### config.mk
export PLATFORM = sky130hd
export DESIGN_NAME = pix_line_packer
export DESIGN_NICKNAME = d
export VERILOG_FILES = /design/src/rtl/pix_line_packer.sv
export SDC_FILE = /design/constraint.sdc
export NUM_CORES = 1
export LEC_CHECK = 0
export CAP_MARGIN = 40
export CORE_AREA = 2 2 161 202
export DETAILED_ROUTE_END_ITERATION = 8
export DIE_AREA = 0 0 163 204
export GPL_TIMING_DRIVEN = 0
export HOLD_SLACK_MARGIN = 0.03
export REMOVE_ABC_BUFFERS = 1
export SYNTH_ARGS = -nofsm -noshare
export SYNTH_HDL_FRONTEND = slang
export SYNTH_SLANG_ARGS = --single-unit
### constraint.sdc
create_clock -name clk_160M -period 3.3 [get_ports clk_160M]
set_input_delay 0.33 -clock clk_160M [delete_from_list [all_inputs] [get_ports clk_160M]]
set_output_delay 0.33 -clock clk_160M [all_outputs]
set_load 0.01 [all_outputs]
### src/rtl/pix_line_packer.sv
// Packs CCD line pixels into a 16x16 FIFO behind a per-line header word and streams them out as MSB-first bytes.
// Optional build macro PIX_DARK_SUB_EN: subtract black_level from each pixel, clamping at zero.
module pix_line_packer (
    input  logic        clk_160M,
    input  logic        nrst,
    input  logic        en,
    input  logic        pix_clk,
    input  logic        pix_valid,
    input  logic [15:0] pix_data,
    input  logic [15:0] black_level,
    output logic [7:0]  out_data,
    output logic        out_valid,
    input  logic        out_ready,
    output logic        line_done,
    output logic [11:0] pix_count,
    output logic        overflow
);

    typedef enum logic [1:0] {IDLE, WAIT_LINE, HEADER, PIXELS} state_t;

    state_t      state, state_nxt;
    logic [2:0]  pclk_sync, pval_sync;
    logic [1:0]  sync_warm;
    logic        armed;
    logic        pclk_rise, pval_rise, pval_fall, capture;
    logic [15:0] pix_value;
    logic [15:0] cap_word;
    logic        cap_pending;
    logic [7:0]  line_cnt;
    logic [11:0] line_pix;
    logic        push;
    logic [15:0] push_word;
    logic [15:0] mem [16];
    logic [3:0]  wr_ptr, rd_ptr;
    logic [4:0]  fill;
    logic        fifo_empty, fifo_full, pop_req, do_pop, do_push;
    logic [7:0]  lo_byte;
    logic        have_lo;

    // Bits [1:0] are the synchronisers proper; bit [2] is edge-detect history.
    always_ff @(posedge clk_160M or negedge nrst) begin
        if (!nrst) begin
            pclk_sync <= '0;
            pval_sync <= '0;
            sync_warm <= '0;
            armed     <= 1'b0;
        end else begin
            pclk_sync <= {pclk_sync[1:0], pix_clk};
            pval_sync <= {pval_sync[1:0], pix_valid};
            sync_warm <= {sync_warm[0], 1'b1};
            armed     <= armed | (sync_warm[1] & ~pval_sync[1]);
        end
    end

    // A line may only start after pix_valid has been seen low since reset, so a
    // window already open at reset release never yields a header.
    assign pclk_rise = pclk_sync[1] & ~pclk_sync[2];
    assign pval_rise = pval_sync[1] & ~pval_sync[2];
    assign pval_fall = ~pval_sync[1] & pval_sync[2];
    assign capture   = pclk_rise & pval_sync[1];

`ifdef PIX_DARK_SUB_EN
    always_comb begin
        pix_value = (black_level > pix_data) ? 16'h0000 : (pix_data - black_level);
    end
`else
    logic unused_black_level;
    assign unused_black_level = ^black_level;
    always_comb begin
        pix_value = pix_data;
    end
`endif

    always_ff @(posedge clk_160M or negedge nrst) begin
        if (!nrst) begin
            cap_word    <= '0;
            cap_pending <= 1'b0;
        end else begin
            cap_pending <= capture & ((state == HEADER) | (state == PIXELS));
            if (capture) cap_word <= pix_value;
        end
    end

    always_ff @(posedge clk_160M or negedge nrst) begin
        if (!nrst) state <= IDLE;
        else       state <= state_nxt;
    end

    always_comb begin
        state_nxt = state;
        unique case (state)
            IDLE:      if (en) state_nxt = WAIT_LINE;
            WAIT_LINE: begin
                if (!en)                    state_nxt = IDLE;
                else if (pval_rise && armed) state_nxt = HEADER;
            end
            HEADER:    state_nxt = PIXELS;
            PIXELS:    if (pval_fall) state_nxt = en ? WAIT_LINE : IDLE;
            default:   state_nxt = IDLE;
        endcase
    end

    always_ff @(posedge clk_160M or negedge nrst) begin
        if (!nrst) begin
            line_pix  <= '0;
            pix_count <= '0;
            line_cnt  <= '0;
            line_done <= 1'b0;
        end else begin
            line_done <= 1'b0;
            if (state == HEADER) begin
                line_pix <= {11'd0, capture};
            end else if (state == PIXELS && capture && line_pix != 12'hFFF) begin
                line_pix <= line_pix + 12'd1;
            end
            if (state == PIXELS && pval_fall) begin
                line_done <= 1'b1;
                pix_count <= line_pix;
                line_cnt  <= line_cnt + 8'd1;
            end
        end
    end

    always_comb begin
        push      = (state == HEADER) | cap_pending;
        push_word = (state == HEADER) ? {8'hA5, line_cnt} : cap_word;
    end

    // A pop frees a slot in the same cycle, so a full FIFO still takes a push when drained.
    assign fifo_empty = (fill == 5'd0);
    assign fifo_full  = (fill == 5'd16);
    assign pop_req    = (~out_valid | out_ready) & ~have_lo;
    assign do_pop     = pop_req & ~fifo_empty;
    assign do_push    = push & (~fifo_full | do_pop);

    always_ff @(posedge clk_160M) begin
        if (do_push) mem[wr_ptr] <= push_word;
    end

    always_ff @(posedge clk_160M or negedge nrst) begin
        if (!nrst) begin
            wr_ptr   <= '0;
            rd_ptr   <= '0;
            fill     <= '0;
            overflow <= 1'b0;
        end else begin
            if (do_push) wr_ptr <= wr_ptr + 4'd1;
            if (do_pop)  rd_ptr <= rd_ptr + 4'd1;
            fill <= fill + {4'd0, do_push} - {4'd0, do_pop};
            if (push && !do_push)              overflow <= 1'b1;
            else if (state == IDLE && en)      overflow <= 1'b0;
        end
    end

    always_ff @(posedge clk_160M or negedge nrst) begin
        if (!nrst) begin
            out_data  <= '0;
            out_valid <= 1'b0;
            lo_byte   <= '0;
            have_lo   <= 1'b0;
        end else if (!out_valid || out_ready) begin
            if (have_lo) begin
                out_data  <= lo_byte;
                out_valid <= 1'b1;
                have_lo   <= 1'b0;
            end else if (!fifo_empty) begin
                out_data  <= mem[rd_ptr][15:8];
                lo_byte   <= mem[rd_ptr][7:0];
                have_lo   <= 1'b1;
                out_valid <= 1'b1;
            end else begin
                out_valid <= 1'b0;
            end
        end
    end

endmodule

==> results of run 1 <==
-- flip-flops by register name, summed over array words and instances (netlist names), named ones only --
register     cells
line_pix        12
cap_pending      1
lo_byte          8
armed            1
pclk_sync        3
line_done        1
pix_count       12
fill             5
pval_sync        3
wr_ptr           4
sync_warm        2
have_lo          1
overflow         1
cap_word        16
mem            256
line_cnt         8
out_valid        1
state            1
rd_ptr           4
out_data         8
-- cell families (layout without fill, tap and decap cells) --
kind of cell | Yosys count | count (layout) | synth area share, %
AO/OA/AOI/OAI | 73 | 73 | 3.69
multiplexers | 110 | 110 | 12.9
flip-flops | 349 | 349 | 71.8
XOR/XNOR | 22 | 22 | 1.38
AND/OR/NAND/NOR | 201 | 201 | 6.92
adder cells (fa/ha/maj) | 14 | 14 | 1.31
other | 1 | 1 | 0.0269
buffers and inverters | 53 | 155 | 1.97
-- metal layers --
metal | wire length, µm | vias to the layer above
met4 | 704 | 0
met2 | 15400 | 149
met3 | 1090 | 49
met5 | 0 | -
met1 | 12100 | 3725
li1 | - | 3295
-- layout make-up --
type / count / area [µm²] / share of cell area [%]
Clock buffer: 50 / 1040 / 6.37
Clock inverter: 14 / 97.6 / 0.597
Inverter: 20 / 75.1 / 0.459
Multi-Input combinational cell: 421 / 3670 / 22.4
Sequential cell: 349 / 10000 / 61.3
Tap cell: 412 / 515 / 3.15
Timing Repair Buffer: 71 / 928 / 5.68
-- through the flow --
stage	hold slack (ns)	TNS (ns)	std cells
2_1_floorplan	0.0344	-10.74	790
5_1_grt	0.266	0	1337
4_1_cts	0.255	0	1336
3_3_place_gp	0.332	-284.27	1246
6_report	0.268	0	1337
3_5_place_dp	0.336	-3.05	1271
-- where the power goes --
group          switching (mW)  leakage [nW]  internal, mW
combinational            1.62          1.85          1.61
sequential              0.587          3.46          5.47
clock                    1.63         0.563          2.29
total                    3.84          5.87          9.37
-- final timing paths --
kind,end,slack [ns],cells after the start
worst max-delay path,fill[4],0.25,14
worst min-delay path,pval_sync[0],0.27,1
worst max register to register,fill[4],0.25,14
worst min register to register,sync_warm[1],0.35,0
max in group asynchronous,rd_ptr[3],2.22,3
min in group asynchronous,line_done,0.35,2
-- cells in the final DEF (no fill, tap or decap), types with 20 or more instances in the layout --
| master | n |
|---|---|
| clkbuf_16 | 39 |
| clkdlybuf4s50_1 | 43 |
| dfrtp_1 | 90 |
| mux4_2 | 46 |
| edfxtp_1 | 256 |
| nor2_1 | 28 |
| and2_1 | 20 |
| nand2_1 | 96 |
| mux2i_1 | 31 |
-- worst max-delay path: stages, from the launching register on --
cell and delay [ns]:
dfrtp_1 0.41, buf_16 0.18, o2111ai_1 0.45, a21boi_2 0.42, inv_2 0.11, ha_1 0.28, inv_1 0.06, ha_1 0.16
inv_1 0.06, fa_1 0.40, inv_1 0.07, a21oi_1 0.06, nor2_1 0.10, nor2_1 0.06, xnor2_1 0.11
-- repair_timing --
| item | 4_1_cts | 5_1_grt |
|---|---|---|
| pin swaps | 0 | 1 |
| hold endpoints to repair | 43 | 0 |
| setup endpoints to repair | 2 | 31 |
| resized for setup | 2 | 2 |
| setup buffers | 0 | 1 |
| hold buffers | 1 | 0 |
==> metrics.md, run 1 <==
| Metric | Value |
|---|---|
| Dpl ws | -0.351 ns |
| Largest fanout on the critical path | 22 |
| Via/cell ratio | roughly 5.4 |
| Area contributors post-synth | edfxtp_1, dfrtp_1, mux4_2 |
| Initial antenna violation count | 0 |
| Die X | 163 µm |
| Setup Skew | 0.0252 ns |
| Synth top cells by count | edfxtp_1, nand2_1, dfrtp_1 |
| Status | finished, final reports clean |
| Hold Path Origin | pix_valid |
| CTS H-tree lvls | 2 |
| Clock latency at the later pin of the worst-skew pair | 0.52 ns |
| WL per Instance | 21.9 µm |
| 1st-iter DRT viols | around 500 |
| Yosys reg bits | around 350 |
| Max Root-Sink Buffers | 3 |
| Die height | 204 µm |
| # diodes | 0 |
| Area grow syn2layout | 17.2% |
| Most frequent cell after synthesis | edfxtp_1 |
| GPL Wtd Cong | 0.714 |
| Placed cell areas | 0.0152 mm² |
| I/O Buffers | 44 |
| Met3 usage | 2.44% |
| Final Hold Vio Count | 0 |
| Top cell type's share of synthesized area | 55.1% |
| Unique masters post-synth | 57 |
| Dominant synthesized flop cell | edfxtp_1 |
| Reg2reg start | have_lo |
| Fin worst setup slack | between 0.2 and 0.25 ns |
| Total Die Area | 0.0333 mm² |
| Vias | about 7200 |
| Launching element type of the critical path | register |
| GRT Total Usage | 18.3% |
| Num CTS Buffers | 36 |
| Worst slew margin | 41.5% |
| Crit. Startpoint | have_lo |
| Largest net degree at the start of global routing | slightly above 50 |
| WP data arrival | 3.44 ns |
| Residual DRC | 0 |
| Core ar. | ~0.032 mm² |
| Share of layout cells above drive strength 1 | between 15 and 20% |
| Worst EP required | 3.68 ns |
| Rows | 73 |
| Period Utilization, post-route | 92.5% |
| TritonRoute pass-1 iters | 5 |
| Clock-pin slew on the worst setup and hold paths | 0.06 ns |
| RSZ-0062 raised after global routing | no |
| Mapped cell area | 0.0139 mm² |
| Fin area | 0.0163 mm² |
| Worst IR Drop VDD | approximately 0.41 mV |
| Worst hold-check path type | input pin to register |
| CTS tree | done |
| Share of the yosys chip area belonging to registers | 71.8% |
| Power per cell area | 808 mW/mm² |
| Max Transition Viols Final | 0 |
| Final worst path period need | ~3.1 ns |
| Number of global-route vias before repair | ~7600 |
| Starting Density | 44.2% |
| Final HPWL DP | 19100 µm |
| EDFF count, synth | 256 |
| Remaining antenna violation count | 0 |
| Sink Count | 349 |
| Crit Path Class | register to register |
| Synth Area per Inst | 16.9 µm² |
| Fillers | approximately 2600 |
| Max_cap viols | 0 |
| Fin util | roughly 52% |
| Drt total wl | 29300 µm |
| Root Buffer | clkbuf_16 |
| Gr ovfl total | 0 |
| Crit end category | register |
| Met1 usage in global routing | 23.7% |
| Post-synth top area cell | edfxtp_1 |
| GRT met2 Usage | 32.3% |
| Async S/R FF share, synth | 26.6% |
| First-pass GRT wire length | 45100 µm |
| Global route hottest layer | met2 |
| Final setup fails | 0 |
| Worst slew pin tran | between 0.8 and 0.9 ns |
| Ports | 61 |
| Final Total Pwr | 13.2 mW |
| Leakage Power | 5.87 nW |
| Synth Instances | about 820 |
| Warnings, synthesis | 0 |
| F_max | 0.327 GHz |
| Final net count | 951 |
Note: power is estimated with default switching activity, not from simulation.
==> run 2: changes to the inputs <==
- CORE_AREA: 2 2 161 202 -> 2 2 146 183
- DIE_AREA: 0 0 163 204 -> 0 0 148 185
- PLACE_DENSITY: unset -> 0.73
==> run 2 against run 1 <==
Utilization up 11 points. Clock-buffer cell count unchanged. Global-route usage increased by 3.0 points. Hold slack improved by 0.0071 ns. Setup slack got worse by 0.0054 ns. Sequential share of layout area is 0.77 points higher. Register-to-register slack about the same.
==> metrics.md, run 2 (same netlist as run 1, synthesis figures left out) <==
| Metric | Value |
|---|---|
| RSZ-0062 raised after global routing | no |
| Clock-pin slew on the worst setup and hold paths | 0.07 ns |
| CP top delay family | adder cells |
| Crit end category | register |
| Worst IR Drop VDD | 0.439 mV |
| Clock latency at the later pin of the worst-skew pair | 0.51 ns |
| Rows | 66 |
| Placed Instances | approximately 1200 |
| Drt total wl | 28100 µm |
| Seq. cell area | 0.0100 mm² |
| Core ar. | ~0.026 mm² |
| Worst EP required | 3.70 ns |
| Largest register FFs | 256 |
| Launching element type of the critical path | register |
| Largest fanout on the critical path | 11 |
| Final setup fails | 0 |
| Crit path cell chain | inv_1 -> ha_1 -> nor4b_2 -> a21oi_2 -> nand2_2 -> inv_2 -> ha_1 -> inv_1 -> ha_1 -> inv_1 -> fa_1 -> inv_1 -> a21oi_1 -> nor2_1 -> nor2_1 -> xnor2_1 |
| # diodes | 0 |
| Number of global-route vias before repair | 7616 |
| GRT met2 Usage | 38.4% |
| Power per cell area | 805 mW/mm² |
| GPL Wtd Cong | around 0.74 |
| WP data arrival | about 3.5 ns |
| Final HPWL DP | 18800 µm |
| Area occupied by multi-input gates | 0.00367 mm² |
| Num CTS Buffers | 34 |
| Area grow syn2layout | 15.8% |
| WHS | 0.276 ns |
| Gr ovfl total | 0 |
| Worst hold-check path type | input pin to register |
| Final Hold Vio Count | 0 |
| CTS H-tree lvls | 2 |
| WL per Instance | between 20 and 25 µm |
| Final Total Pwr | between 10 and 15 mW |
| First-pass GRT wire length | 43400 µm |
| I/O Buffers | 44 |
| Total Die Area | 0.0274 mm² |
| CP max stage cell | fa_1 |
| Top Registers | mem x256, cap_word x16 |
| Share of layout cells above drive strength 1 | 17.4% |
| Global route hottest layer | met2 |
| Met1 usage in global routing | 26.7% |
| CTS tree | done |
| Ports | slightly above 60 |
| Leakage Power | around 6 nW |
| GRT Total Usage | between 20% and 30% |
| Initial antenna violation count | 0 |
| Max_cap viols | 0 |
| Root Buffer | clkbuf_16 |
| F_max | 0.327 GHz |
| Final worst path period need | 3.06 ns |
| Post-route insts no fill | 1262 |
| Largest net degree at the start of global routing | 58 |
| Remaining antenna violation count | 0 |
| Final net count | 949 |
| Critical path's most frequent cell | inv_1 |
| 1st-iter DRT viols | around 500 |
| Fillers | 1874 |
| Critical path's largest stage delay | 0.41 ns |
| Fin util | ~63% |
| Setup tns final | 0 ns |
| Period Utilization, post-route | 92.7% |
| Via/cell ratio | 5.83 |
| Residual DRC | 0 |
| Max Root-Sink Buffers | 3 |
| Vias | 7354 |
| Setup Skew | 0.0233 ns |
| Commonest non-fill, non-tap cells in the layout | edfxtp_1, nand2_1, dfrtp_1 |
| Sink Count | about 350 |
| Crit Path Class | register to register |
| Die height | 185 µm |
| Max Transition Viols Final | 0 |
| Worst slew margin | 43.3% |
| Worst slew pin tran | 0.850 ns |
| Register with the most flip-flops | mem |
| Starting Density | between 50% and 60% |
| Commonest non-fill, non-tap cell in the layout | edfxtp_1 |
| Worst Path Buf+Inv | 5 |
| TritonRoute pass-1 iters | 7 |
| Die X | 148 µm |
| Met3 usage | under 10% |
| Status | finished, final reports clean |
## run 2: changes by cell type in the layout (fill, tap and decap cells not counted), moves of 2 or more
cell       delta
clkbuf_16     -4
clkinv_1      -3
buf_8         -2
clkbuf_8      +3
clkbuf_1      +2
buf_16        -2
buf_6         +3
## run 2: metrics by stage
step | setup WS [ns] | instance area, µm²
after CTS | 0.0530 | 16100
after global placement | -2.12 | 14600
final | 0.241 | 16100
after global routing | 0.0431 | 16100
after floorplan | -0.868 | 13700
after detailed placement | -0.429 | 15000
## run 2: layout make-up
| cell class | instances | area share (%) |
|---|---|---|
| Sequential cell | 349 | 62.1 |
| Multi-Input combinational cell | 421 | 22.7 |
| Clock buffer | 50 | 6.08 |
| Timing Repair Buffer | 71 | 5.48 |
| Tap cell | 340 | 2.63 |
| Clock inverter | 11 | 0.558 |
| Inverter | 20 | 0.465 |
## run 2: final timing paths
check | startpoint | endpoint | slack [ns] | cells after the start
worst min-delay path | pix_clk | pclk_sync[0] | 0.28 | 1
min in group asynchronous | nrst | cap_word[1] | 0.35 | 2
worst max-delay path | fill[3] | fill[4] | 0.24 | 16
worst min register to register | pclk_sync[0] | pclk_sync[1] | 0.35 | 0
worst max register to register | fill[3] | fill[4] | 0.24 | 16
max in group asynchronous | nrst | state[0] | 2.24 | 3
## run 2: layer usage
metal / part of all wire (%) / vias to the layer above
met5: 0 / -
met4: 3.3 / 0
met3: 4.3 / 67
met2: 53 / 209
met1: 40 / 3787
li1: - / 3291
## run 2: timing repair
item,CTS,global route
pin swaps,0,1
hold buffers,1,0
setup endpoints to repair,4,1
resized for setup,3,3
setup buffers,0,2
endpoints found under the hold margin,36,0
## run 2: power by group
group	switching, mW	internal [mW]
Clock	1.58	2.16
Combinational	1.59	1.58
Sequential	0.612	5.48
Total	3.78	9.21
==> run 3: changes to the inputs <==
- CORE_AREA: 2 2 146 183 -> 3 3 147 184
- DIE_AREA: 0 0 148 185 -> 0 0 150 187
==> run 3 against run 2 <==
Clock-buffer cell count grew 5. Combinational power grew 5%. Routed wire length grew 3.0%. Maximum frequency grew 2.4%. Sequential power shrank 1%. First-iteration DRC count grew 21%. Sequential share of layout area shrank 0.30 points. Design area grew 0.44%. Hold slack lost 0.0064 ns. Critical endpoint is now mem[0][0]. Die area grew 2.4%.
==> metrics.md, run 3 (same netlist as run 1, synthesis figures left out) <==
| Metric | Value |
|---|---|
| Max Transition Viols Final | 0 |
| Worst R2R Path Depth | 6 |
| Area grow syn2layout | 16.3% |
| Setup tns final | 0 ns |
| Reg2reg start | state[0] |
| Max_cap viols | 0 |
| Gr ovfl total | 0 |
| Remaining antenna violation count | 0 |
| Die X | ~150 µm |
| CTS tree | done |
| I/O Buffers | 44 |
| Clock latency at the later pin of the worst-skew pair | 0.50 ns |
| Max Root-Sink Buffers | 3 |
| Final HPWL DP | 18900 µm |
| Clock-pin slew on the worst setup and hold paths | 0.06 ns |
| Worst slew margin | 39.2% |
| Final worst path period need | 2.99 ns |
| Setup Skew | 0.0186 ns |
| R2R Path End | mem[0][0] |
| CTS H-tree lvls | 2 |
| Top Registers | mem x256, cap_word x16 |
| F_max | 0.335 GHz |
| Total Die Area | 0.0281 mm² |
| Residual DRC | 0 |
| GPL Wtd Cong | 0.767 |
| Hold Path Origin | pix_valid |
| Largest net degree at the start of global routing | 59 |
| Final setup fails | 0 |
| Reg2reg setup slack | 0.31 ns |
| Seq. cell area | roughly 0.01 mm² |
| Hold path depth | 1 |
| Worst IR Drop VDD | between 0.4 and 0.5 mV |
| Root Buffer | clkbuf_16 |
| First-pass GRT wire length | 44900 µm |
| GRT Total Usage | 21.2% |
| Number of global-route vias before repair | 7802 |
| Largest register FFs | around 260 |
| Ports | 61 |
| Crit end category | register |
| Largest fanout on the critical path | 9 |
| Period Utilization, post-route | 90.5% |
| WL per Instance | 23.0 µm |
| Initial antenna violation count | 0 |
| Sink Count | 349 |
| Register with the most flip-flops | mem |
| Worst slew pin tran | approximately 0.91 ns |
| Drt total wl | 29000 µm |
| Fillers | 1750 |
| Share of layout cells above drive strength 1 | 17.0% |
| Fin area | 0.0162 mm² |
| Worst Hold End | pval_sync[0] |
| Dpl ws | -0.398 ns |
| Placed cell areas | approximately 0.015 mm² |
| Num CTS Buffers | 34 |
| Final Hold Vio Count | 0 |
| Core ar. | 0.0254 mm² |
| WP data arrival | 3.19 ns |
| Worst EP required | roughly 3.5 ns |
| # diodes | 0 |
| Fin worst setup slack | 0.312 ns |
| Leakage Power | 5.86 nW |
| Commonest non-fill, non-tap cell in the layout | edfxtp_1 |
| 1st-iter DRT viols | 593 |
| TritonRoute pass-1 iters | 5 |
| Power per cell area | 809 mW/mm² |
| Area occupied by multi-input gates | 0.00366 mm² |
| Starting Density | a little over half |
| Die height | 187 µm |
| RSZ-0062 raised after global routing | no |
| WHS | 0.269 ns |
| Vias | between 7000 and 8000 |
| Status | finished, final reports clean |
| Final net count | 951 |
| Via/cell ratio | 5.82 |
| Rows | 65 |
| Launching element type of the critical path | register |
| Commonest non-fill, non-tap cells in the layout | edfxtp_1, nand2_1, dfrtp_1 |
| Worst hold-check path type | input pin to register |
| Crit Path Class | register to register |
## run 3: cell count changes in the layout (fill, tap and decap cells not counted), moves of 2 or more
cell and delta:
clkbuf_16 +2, buf_6 -2, buf_8 +3, buf_12 +3, clkinv_2 -4, clkbuf_1 +2
## run 3: what timing repair did
action / CTS / global route
gates resized for setup: 2 / 1
hold buffers: 1 / 0
pin swaps: 0 / 1
hold endpoints to repair: 35 / 0
setup endpoints to repair: 4 / 1
setup buffers: 0 / 2
## run 3: power breakdown
part / internal [mW] / leakage, nW / total [mW] / switching (mW)
Clock: 2.26 / 0.546 / 3.79 / 1.53
Sequential: 5.47 / 3.46 / 6.01 / 0.536
Combinational: 1.62 / 1.86 / 3.32 / 1.70
Total: 9.35 / 5.86 / 13.1 / 3.77
## run 3: cell type report
class	count	area share (%)
clock inverters	7	0.386
clock buffers	55	6.46
repair buffers	73	5.75
inverters	20	0.463
well taps	335	2.58
multi-input cells	421	22.6
flip-flops and latches	349	61.8
## run 3: critical path: stages (launching register included)
cell and delay, ns:
dfrtp_1 0.46, nand2b_1 0.50, a21boi_2 0.45, inv_2 0.11, nor3_1 0.30, and2_1 0.62, buf_8 0.24
## run 3: how the worst max path moves through the flow
stage                  end      start  slack [ns]  depth (start not counted)
3_5_place_dp       fill[4]  out_ready       -0.40                         15
6_report         mem[0][0]   state[0]        0.31                          6
5_1_grt            fill[4]   state[0]         0.1                         13
2_1_floorplan   lo_byte[7]  rd_ptr[0]       -0.87                          4
4_1_cts            fill[4]    fill[3]        0.12                         16
3_3_place_gp   out_data[5]  rd_ptr[0]       -2.08                          4
## run 3: routing by layer
layer	vias to the layer above	GRT usage, %	wire length (µm)
met1	3740	27.6	11500
met4	0	6.87	916
met3	69	3.22	1420
met2	229	36.8	15200
li1	3299	-	-
met5	-	0	0
## run 3: through the flow
step,power (mW),util (%),std cells
floorplan,8.22,-,790
global placement,9.14,57.5,1169
detailed placement,9.41,59.4,1195
CTS,13.2,63.8,1258
global route,13.7,63.9,1260
finish,13.1,63.9,1260
